`config.mk`:
```
export PLATFORM = sky130hd
export DESIGN_NAME = if_pc_fetch_ctrl
export DESIGN_NICKNAME = d
export VERILOG_FILES = /design/src/rtl/if_pc_fetch_ctrl.sv
export SDC_FILE = /design/constraint.sdc
export NUM_CORES = 1
export LEC_CHECK = 0
export CORE_ASPECT_RATIO = 1.2
export CORE_UTILIZATION = 55
export CTS_BUF_LIST = sky130_fd_sc_hd__clkbuf_16
export DETAILED_ROUTE_END_ITERATION = 7
export GPL_ROUTABILITY_DRIVEN = 0
export PLACE_DENSITY = 0.83
export SLEW_MARGIN = 20
export SYNTH_ARGS = -nofsm -noshare
export SYNTH_HDL_FRONTEND = slang
export SYNTH_SLANG_ARGS = --single-unit
```
`constraint.sdc`:
```
create_clock -name clk -period 6.2 [get_ports clk]
set_input_delay 1.55 -clock clk [delete_from_list [all_inputs] [get_ports clk]]
set_output_delay 1.55 -clock clk [all_outputs]
set_load 0.02 [all_outputs]
```
`src/rtl/if_pc_fetch_ctrl.sv`:
```
// if_pc_fetch_ctrl: IF-stage PC holder issuing one-outstanding fetches into a stall-absorbing IF/ID slot.
module if_pc_fetch_ctrl #(
    parameter int                DATA_W   = 32,
    parameter logic [DATA_W-1:0] RESET_PC = '0
) (
    input  logic              clk,
    input  logic              rst_n,
    input  logic              stall_ID,
    input  logic [DATA_W-1:0] PC_jump_jalr,
    input  logic              flush_jalr,
    output logic              im_req,
    output logic [DATA_W-1:0] im_addr,
    input  logic              im_ready,
    input  logic              im_rvalid,
    input  logic [DATA_W-1:0] im_rdata,
    output logic [DATA_W-1:0] PC_ID,
    output logic [DATA_W-1:0] inst_ID,
    output logic              valid_ID,
    output logic              misalign_jalr
);
    typedef enum logic [1:0] {IDLE, REQ, WAIT, FULL} state_t;
    state_t            state, state_nx;
    logic [DATA_W-1:0] pc, pc_nx, kill_addr, rsp_pc, hold_pc, hold_inst;
    logic              hold_valid, hold_nx, kill_pend, kill_nx;
    logic              hs, deliver, to_slot, to_hold;

    assign hs      = im_req & im_ready;
    assign deliver = state == WAIT && im_rvalid && !kill_pend && !flush_jalr;
    assign to_slot = deliver && (!valid_ID || !stall_ID);
    assign to_hold = deliver && valid_ID && stall_ID;
    assign hold_nx = flush_jalr ? 1'b0 : to_hold ? 1'b1 : (hold_valid && !stall_ID) ? 1'b0 : hold_valid;

    // A request killed before acceptance stays on the bus at its old address
    always_comb begin
        state_nx = state;
        pc_nx    = pc;
        kill_nx  = kill_pend;
        im_req   = state == REQ;
        im_addr  = kill_pend ? kill_addr : pc;
        case (state)
            IDLE: state_nx = REQ;
            REQ: begin
                state_nx = hs ? WAIT : REQ;
                pc_nx    = (hs && !kill_pend) ? pc + DATA_W'(4) : pc;
            end
            WAIT: begin
                kill_nx  = im_rvalid ? 1'b0 : kill_pend;
                state_nx = !im_rvalid ? WAIT : hold_nx ? FULL : REQ;
            end
            default: state_nx = hold_nx ? FULL : REQ;
        endcase
        if (flush_jalr) begin
            pc_nx   = PC_jump_jalr & ~DATA_W'(3);
            kill_nx = (state == REQ || (state == WAIT && !im_rvalid)) ? 1'b1 : kill_nx;
        end
    end

    always_ff @(posedge clk or negedge rst_n) begin
        if (!rst_n) begin
            state         <= IDLE;
            pc            <= RESET_PC;
            kill_pend     <= 1'b0;
            kill_addr     <= '0;
            rsp_pc        <= '0;
            hold_valid    <= 1'b0;
            hold_pc       <= '0;
            hold_inst     <= '0;
            PC_ID         <= '0;
            inst_ID       <= '0;
            valid_ID      <= 1'b0;
            misalign_jalr <= 1'b0;
        end else begin
            state         <= state_nx;
            pc            <= pc_nx;
            kill_pend     <= kill_nx;
            kill_addr     <= im_addr;
            hold_valid    <= hold_nx;
            misalign_jalr <= flush_jalr & PC_jump_jalr[1];
            if (hs)
                rsp_pc <= im_addr;
            if (to_hold) begin
                hold_pc   <= rsp_pc;
                hold_inst <= im_rdata;
            end
            if (flush_jalr)
                valid_ID <= 1'b0;
            else if (to_slot) begin
                PC_ID    <= rsp_pc;
                inst_ID  <= im_rdata;
                valid_ID <= 1'b1;
            end else if (!stall_ID) begin
                valid_ID <= hold_valid;
                if (hold_valid) begin
                    PC_ID   <= hold_pc;
                    inst_ID <= hold_inst;
                end
            end
        end
    end
endmodule

```
## After elaboration in Yosys (flattened, before gate mapping)

Index checks and enable logic that the tools add are counted.

- $add $sub $neg: 1
- $lt $le $gt $ge: 0
- Bitwise operators: 3
- Reductions and logical operators: 22
- Equal/unequal tests: 4
- Multiplexer cells: 24
- Div/mod/pow operators: 0
- Shift operators: 0
- Multiply operators: 0

Operators with widths:

| kind | count |
|---|---|
| 32-bit 2-to-1 mux | 10 |
| 32-bit by 3-bit adder with 32-bit output, second input constant | 1 |
| 1-bit 2-to-1 mux | 10 |
| 1-bit logical AND | 9 |
| 2-bit 2-to-1 mux | 3 |
| 2-bit one-hot mux with 3 select lines | 1 |
| 2-bit nonzero test | 3 |
| 1-bit zero test | 5 |
| 3-bit by 1-bit inequality test with 1-bit output, second input constant | 1 |
| 3-bit AND reduction | 1 |
| 1-bit AND | 2 |
| 2-bit by 1-bit == test with 1-bit output, second input constant | 1 |
| 2-bit == test, second input constant | 1 |
| 2-bit zero test | 1 |
| 1-bit logical OR | 2 |
| 2-bit by 1-bit inequality test with 1-bit output, second input constant | 1 |
| 2-bit AND reduction | 1 |
| 1-bit inverter | 1 |

- Input bits: 70
- Memory bits (writable): 0
- Word-level logic and storage cells: 66
- Output and inout bits: 99
- Register bits after elaboration: 230
- ROM bits: 0
- Latch bits: 0
- Memories kept: 0

## Logic depth before layout (Yosys ltp)

- Depth in word-level cells: 11
- Gate-level depth with buffers: 7
- Depth with buffers taken out: 5

## Worst setup path after synthesis

OpenSTA, ideal clock, no wires.

- Path kind: input port to flip-flop
- Start point: input flush_jalr
- End point: register hold_inst[10]
- Stages on the path: 4
- Library setup time: 125 ps
- Path buffers: 1
- Data required time: 6,075 ps
- Arrival time: 2,938 ps
- Path slack: 3,137 ps
- Cell sequence: or2_2 -> nor4_4 -> buf_2 -> mux2_2

- Word-level cells in the longest chain between the ends: 4

Ends and longest elaborated chain:

| what | RTL line | source |
|---|---|---|
| from (decl) | 10 | `input logic flush_jalr,` |
| 1-bit zero test | 28 | `assign deliver = state == WAIT && im_rvalid && !kill_pend && !flush_jalr;` |
| 1-bit logical AND | 28 |  |
| 1-bit logical AND (2 in series) | 30 | `assign to_hold = deliver && valid_ID && stall_ID;` |
| to (signal assigned) | 83 | `hold_inst <= im_rdata;` |
| to (decl) | 23 | `logic [DATA_W-1:0] pc, pc_nx, kill_addr, rsp_pc, hold_pc, hold_inst;` |

No other way between the ends.
A chain may end at the register's enable or synchronous reset.

## Worst setup path in the final report

- Start point: register kill_pend
- End point: output im_addr[9]

- Word-level cells in the longest chain between the ends: 1

Ends and longest elaborated chain:

| what | RTL line | source |
|---|---|---|
| from (decl) | 24 | `logic hold_valid, hold_nx, kill_pend, kill_nx;` |
| from (signal assigned) | 75 | `kill_pend <= kill_nx;` |
| 32-bit 2-to-1 mux | 39 | `im_addr = kill_pend ? kill_addr : pc;` |
| to (decl) | 12 | `output logic [DATA_W-1:0] im_addr,` |

No other way between the ends.

==> impl_metrics.prom <==
# TYPE chip_impl_metric gauge
chip_impl_info{name="outcome",value="finished, violations left"} 1
chip_impl_info{name="failed_checks",value="DRC"} 1
chip_impl_metric{name="cts_post_setup_buffers_inserted",unit=""} 0
chip_impl_metric{name="vdd_drop_max",unit="mV"} 0.270
chip_impl_metric{name="finalSetupViolCount",unit=""} 0
chip_impl_metric{name="cts-buffers-inserted",unit=""} 23
chip_impl_info{name="ranking_of_synthesized_cells_by_area",value="sky130_fd_sc_hd__dfrtp_1 (58%), sky130_fd_sc_hd__mux2_2 (13%), sky130_fd_sc_hd__mux2i_1 (6.6%)"} 1
chip_impl_info{name="hold_path.class",value="register to register"} 1
chip_impl_metric{name="synthesis.area_per_instance",unit="µm²"} 12.2
chip_impl_info{name="r2r_start",value="kill_pend"} 1
chip_impl_metric{name="timing_worst_slew_pin_value",unit="ns"} 1.03
chip_impl_metric{name="max_cap_viol_count",unit=""} 0
chip_impl_metric{name="area_growth",unit="%"} 25.3
chip_impl_metric{name="ctsResizeCount",unit=""} 0
chip_impl_metric{name="worstHoldPathCells",unit=""} 1
chip_impl_metric{name="layout_worst_path_cycle_share",unit=""} 0.709
chip_impl_metric{name="drt-vias-per-instance",unit=""} 5.61
chip_impl_metric{name="top_level_ports",unit=""} 169
chip_impl_metric{name="detailroute.via_count",unit=""} 6672
chip_impl_metric{name="synth-edff-count",unit=""} 0
chip_impl_metric{name="internal_power",unit="mW"} 3.53
chip_impl_info{name="largest_family_of_logic_cells_by_synthesized_area",value="multiplexers"} 1
chip_impl_info{name="synth-main-ff-cell",value="sky130_fd_sc_hd__dfrtp_1"} 1
chip_impl_metric{name="grt.overflow.total",unit=""} 0
chip_impl_metric{name="final_period_minus_worst_setup_slack",unit="ns"} 4.40
chip_impl_metric{name="drt_iter0_drc",unit=""} 431
chip_impl_metric{name="timing.fmax",unit="GHz"} 0.227
chip_impl_metric{name="synth_compound_gate_area_share",unit=""} 0.0751
chip_impl_metric{name="critical_path.max_stage_delay",unit="ns"} 0.95
chip_impl_info{name="critical_path.startpoint_type",value="register"} 1
chip_impl_info{name="slowest_stage",value="sky130_fd_sc_hd__dfrtp_1"} 1
chip_impl_metric{name="synthDominantCellAreaShare",unit=""} 0.583
chip_impl_metric{name="ant_nets",unit=""} 0
chip_impl_metric{name="design_area",unit="µm²"} 12300
chip_impl_metric{name="first_global_vias",unit=""} 6544
chip_impl_metric{name="yosys.area_share.simple",unit=""} 0.0994
chip_impl_metric{name="static-leakage-power",unit="nW"} 5.29
chip_impl_metric{name="global_route_wire_length_before_repair",unit="µm"} 34100
chip_impl_info{name="worstSetupEndpointType",value="output port"} 1
chip_impl_metric{name="cts_hold_repair.buffers",unit=""} 0
chip_impl_metric{name="start_util",unit=""} 0.562
chip_impl_metric{name="synth.net_count",unit=""} 872
chip_impl_metric{name="first_pass_iters",unit=""} 7
chip_impl_metric{name="worst-r2r-cell-count",unit=""} 6
chip_impl_metric{name="htreeDepth",unit=""} 1
chip_impl_metric{name="clock_power_share",unit=""} 0.231
chip_impl_metric{name="clk_transition_reported_paths",unit="ns"} 0.06
chip_impl_metric{name="grt_antenna_before_repair",unit=""} 1
chip_impl_metric{name="detailroute.wirelength.met2",unit="µm"} 10300
chip_impl_metric{name="detailroute.wirelength.met3",unit="µm"} 1220
chip_impl_info{name="unrepaired_setup_endpoints_after_global_routing",value="false"} 1
chip_impl_metric{name="die_w",unit="µm"} 124
chip_impl_metric{name="drive_gt1_frac",unit=""} 0.171
chip_impl_metric{name="design_power_total",unit="mW"} 5.29
chip_impl_metric{name="instance_count_of_the_mapped_netlist",unit=""} 801
chip_impl_metric{name="grt_start_max_net_pins",unit=""} 134
chip_impl_metric{name="synth_fa_ha_area_frac",unit=""} 0.00128
chip_impl_metric{name="post_synth_num_cell_types",unit=""} 52
chip_impl_metric{name="comb_power_share",unit=""} 0.360
chip_impl_metric{name="setup.reg_to_reg.worst_slack",unit="ns"} 2.99
chip_impl_metric{name="muxShareOfSynthArea",unit=""} 0.204
chip_impl_metric{name="die_area",unit="µm²"} 18300
chip_impl_metric{name="route.final.wire_length",unit="µm"} 21000
chip_impl_metric{name="grtUsageTotal",unit=""} 0.235
chip_impl_metric{name="final.setup_skew",unit="ns"} 0.0178
chip_impl_metric{name="mappedNetlistArea",unit="µm²"} 9790
chip_impl_metric{name="timing.slew.headroom",unit=""} 0.313
chip_impl_metric{name="port_buffer_count",unit=""} 167
chip_impl_info{name="synth_top_cell_by_area",value="sky130_fd_sc_hd__dfrtp_1"} 1
chip_impl_metric{name="setup_tns",unit="ns"} 0
chip_impl_metric{name="timing.critical_path.fanout_max",unit=""} 25
chip_impl_info{name="criticalPathCategory",value="register to output port"} 1
chip_impl_metric{name="detailed_place_hpwl",unit="µm"} 13300
chip_impl_info{name="crit-reg2reg-capture",value="inst_ID[20]"} 1
chip_impl_metric{name="switch_share",unit=""} 0.333
chip_impl_metric{name="max-clock-path-buffers",unit=""} 3
chip_impl_metric{name="yosys_register_bits",unit=""} 228
chip_impl_info{name="layout_commonest_cell",value="sky130_fd_sc_hd__dfrtp_1"} 1
chip_impl_metric{name="die_height",unit="µm"} 148
chip_impl_metric{name="core_util_final",unit=""} 0.704
chip_impl_metric{name="yosys.area_share.xor_xnor",unit=""} 0.00894
chip_impl_metric{name="dp_cells",unit=""} 1147
chip_impl_metric{name="p_switching",unit="mW"} 1.76
chip_impl_metric{name="seq_power_share",unit=""} 0.409
chip_impl_metric{name="power.density_cell_area",unit="nW/µm²"} 431
chip_impl_metric{name="drv_slew",unit=""} 0
chip_impl_metric{name="route.layer.met1.wl",unit="µm"} 9080
chip_impl_metric{name="cp_data_required_time",unit="ns"} 4.65
chip_impl_info{name="holdCritStartpoint",value="hold_inst[8]"} 1
chip_impl_metric{name="clock_insertion_delay_worst_skew",unit="ns"} 0.51
chip_impl_metric{name="post_drt_wl_per_cell",unit="µm"} 17.6
chip_impl_metric{name="post-route-drc-count",unit=""} 1
chip_impl_info{name="worstHoldEndpoint",value="hold_inst[8]"} 1
chip_impl_metric{name="num_rows",unit=""} 53
chip_impl_info{name="top_layer_used",value="met4"} 1
chip_impl_metric{name="synthArstFlopShare",unit=""} 1.00
chip_impl_metric{name="fin_cells",unit=""} 1189
chip_impl_metric{name="floorplan.core_area",unit="µm²"} 17400
chip_impl_info{name="layout_common_cells",value="sky130_fd_sc_hd__dfrtp_1 (228), sky130_fd_sc_hd__clkdlybuf4s50_1 (166), sky130_fd_sc_hd__mux2_2 (116)"} 1
chip_impl_metric{name="synth-seq-area-share",unit=""} 0.583
chip_impl_metric{name="clock_sink_count",unit=""} 228
chip_impl_info{name="critical_path.cell_chain",value="buf_4 -> nand2_1 -> o21ai_0 -> clkdlybuf4s50_1"} 1
chip_impl_metric{name="final_hold_viol_count",unit=""} 0
chip_impl_metric{name="detailed_place.area",unit="µm²"} 11600
chip_impl_metric{name="finish.net_count",unit=""} 1023
chip_impl_info{name="root_buffer",value="sky130_fd_sc_hd__clkbuf_16"} 1
chip_impl_metric{name="synthesis.yosys.warnings",unit=""} 0
chip_impl_metric{name="critical_path_data_arrival_time",unit="ns"} 2.85
chip_impl_info{name="tritoncts",value="built"} 1
-- metal layers --
metal	track usage	vias to the layer above
li1	-	3180
met1	0.326	3266
met2	0.388	195
met3	0.0307	31
met4	0.0645	0
met5	0	-
-- synth_stat cells (all sizes together) (3+ instances only) --
master  number
xnor2        6
clkbuf      23
nor3         4
mux2i       65
dfrtp      228
nand2       33
nor2        83
and3         3
nand3       12
xor2         4
and2         3
buf         25
a21oi       68
o41ai        4
o31ai       12
o21ai       19
or4         16
nand4b       3
nor4         9
mux2       120
inv          9
nand4       10
a31oi       17
-- cell families (layout without fill, tap and decap cells) --
| family | count (synthesis) | in the layout |
|---|---|---|
| AOI/OAI and AO/OA | 128 | 128 |
| xor gates and xnor gates | 10 | 10 |
| adders and majority gates | 1 | 1 |
| buffers and inverters | 60 | 227 |
| DFF | 228 | 228 |
| muxes | 185 | 185 |
| other | 0 | 1 |
| and+or+nand+nor | 189 | 189 |
-- state kept, by name, summed over array words and instances (netlist names) --
register	cells
PC_ID	32
hold_inst	32
hold_pc	32
inst_ID	32
kill_addr	32
rsp_pc	32
pc	30
state	2
hold_valid	1
kill_pend	1
misalign_jalr	1
valid_ID	1
-- per-stage QoR --
step           setup WS (ns)  hold WS (ns)
3_3_place_gp            1.97         0.472
4_1_cts                 1.74         0.492
6_report                1.80         0.487
5_1_grt                 1.60         0.508
3_5_place_dp            1.94         0.479
2_1_floorplan           3.14         0.458
-- worst max-delay path by stage --
| stage | from | endpoint | cells after the start | slack (ns) |
|---|---|---|---|---|
| global placement | flush_jalr | inst_ID[17] | 7 | 1.97 |
| finish | kill_pend | im_addr[9] | 4 | 1.80 |
| floorplan | flush_jalr | hold_inst[10] | 4 | 3.14 |
| CTS | kill_pend | im_addr[9] | 4 | 1.74 |
| detailed placement | flush_jalr | inst_ID[9] | 7 | 1.94 |
| global route | kill_pend | im_addr[13] | 4 | 1.60 |
-- layout make-up --
class / count / area (µm²)
Sequential cell: 228 / 5710
Fill cell: 1280 / 5170
Multi-Input combinational cell: 513 / 3830
Timing Repair Buffer: 176 / 1770
Clock buffer: 23 / 576
Tap cell: 220 / 275
Clock inverter: 18 / 78.8
Inverter: 10 / 37.5
Antenna cell: 1 / 2.50
-- power by group through the flow --
stage | combinational [mW] | sequential (mW) | clock [mW]
3_3_place_gp | 1.88 | 2.16 | 0
5_1_grt | 2.04 | 2.22 | 1.31
2_1_floorplan | 0.847 | 2.33 | 0
6_report | 1.90 | 2.16 | 1.22
3_5_place_dp | 1.92 | 2.18 | 0
4_1_cts | 1.93 | 2.16 | 1.25
-- worst max-delay path, delay by kind of cell (launching register included) --
kind | cells | cell delay, ns
and+or+nand+nor | 1 | 0.07
AOI/OAI and AO/OA | 1 | 0.21
buffers and inverters | 2 | 1.10
DFF | 1 | 0.95
Note: power is estimated with default switching activity, not from simulation.
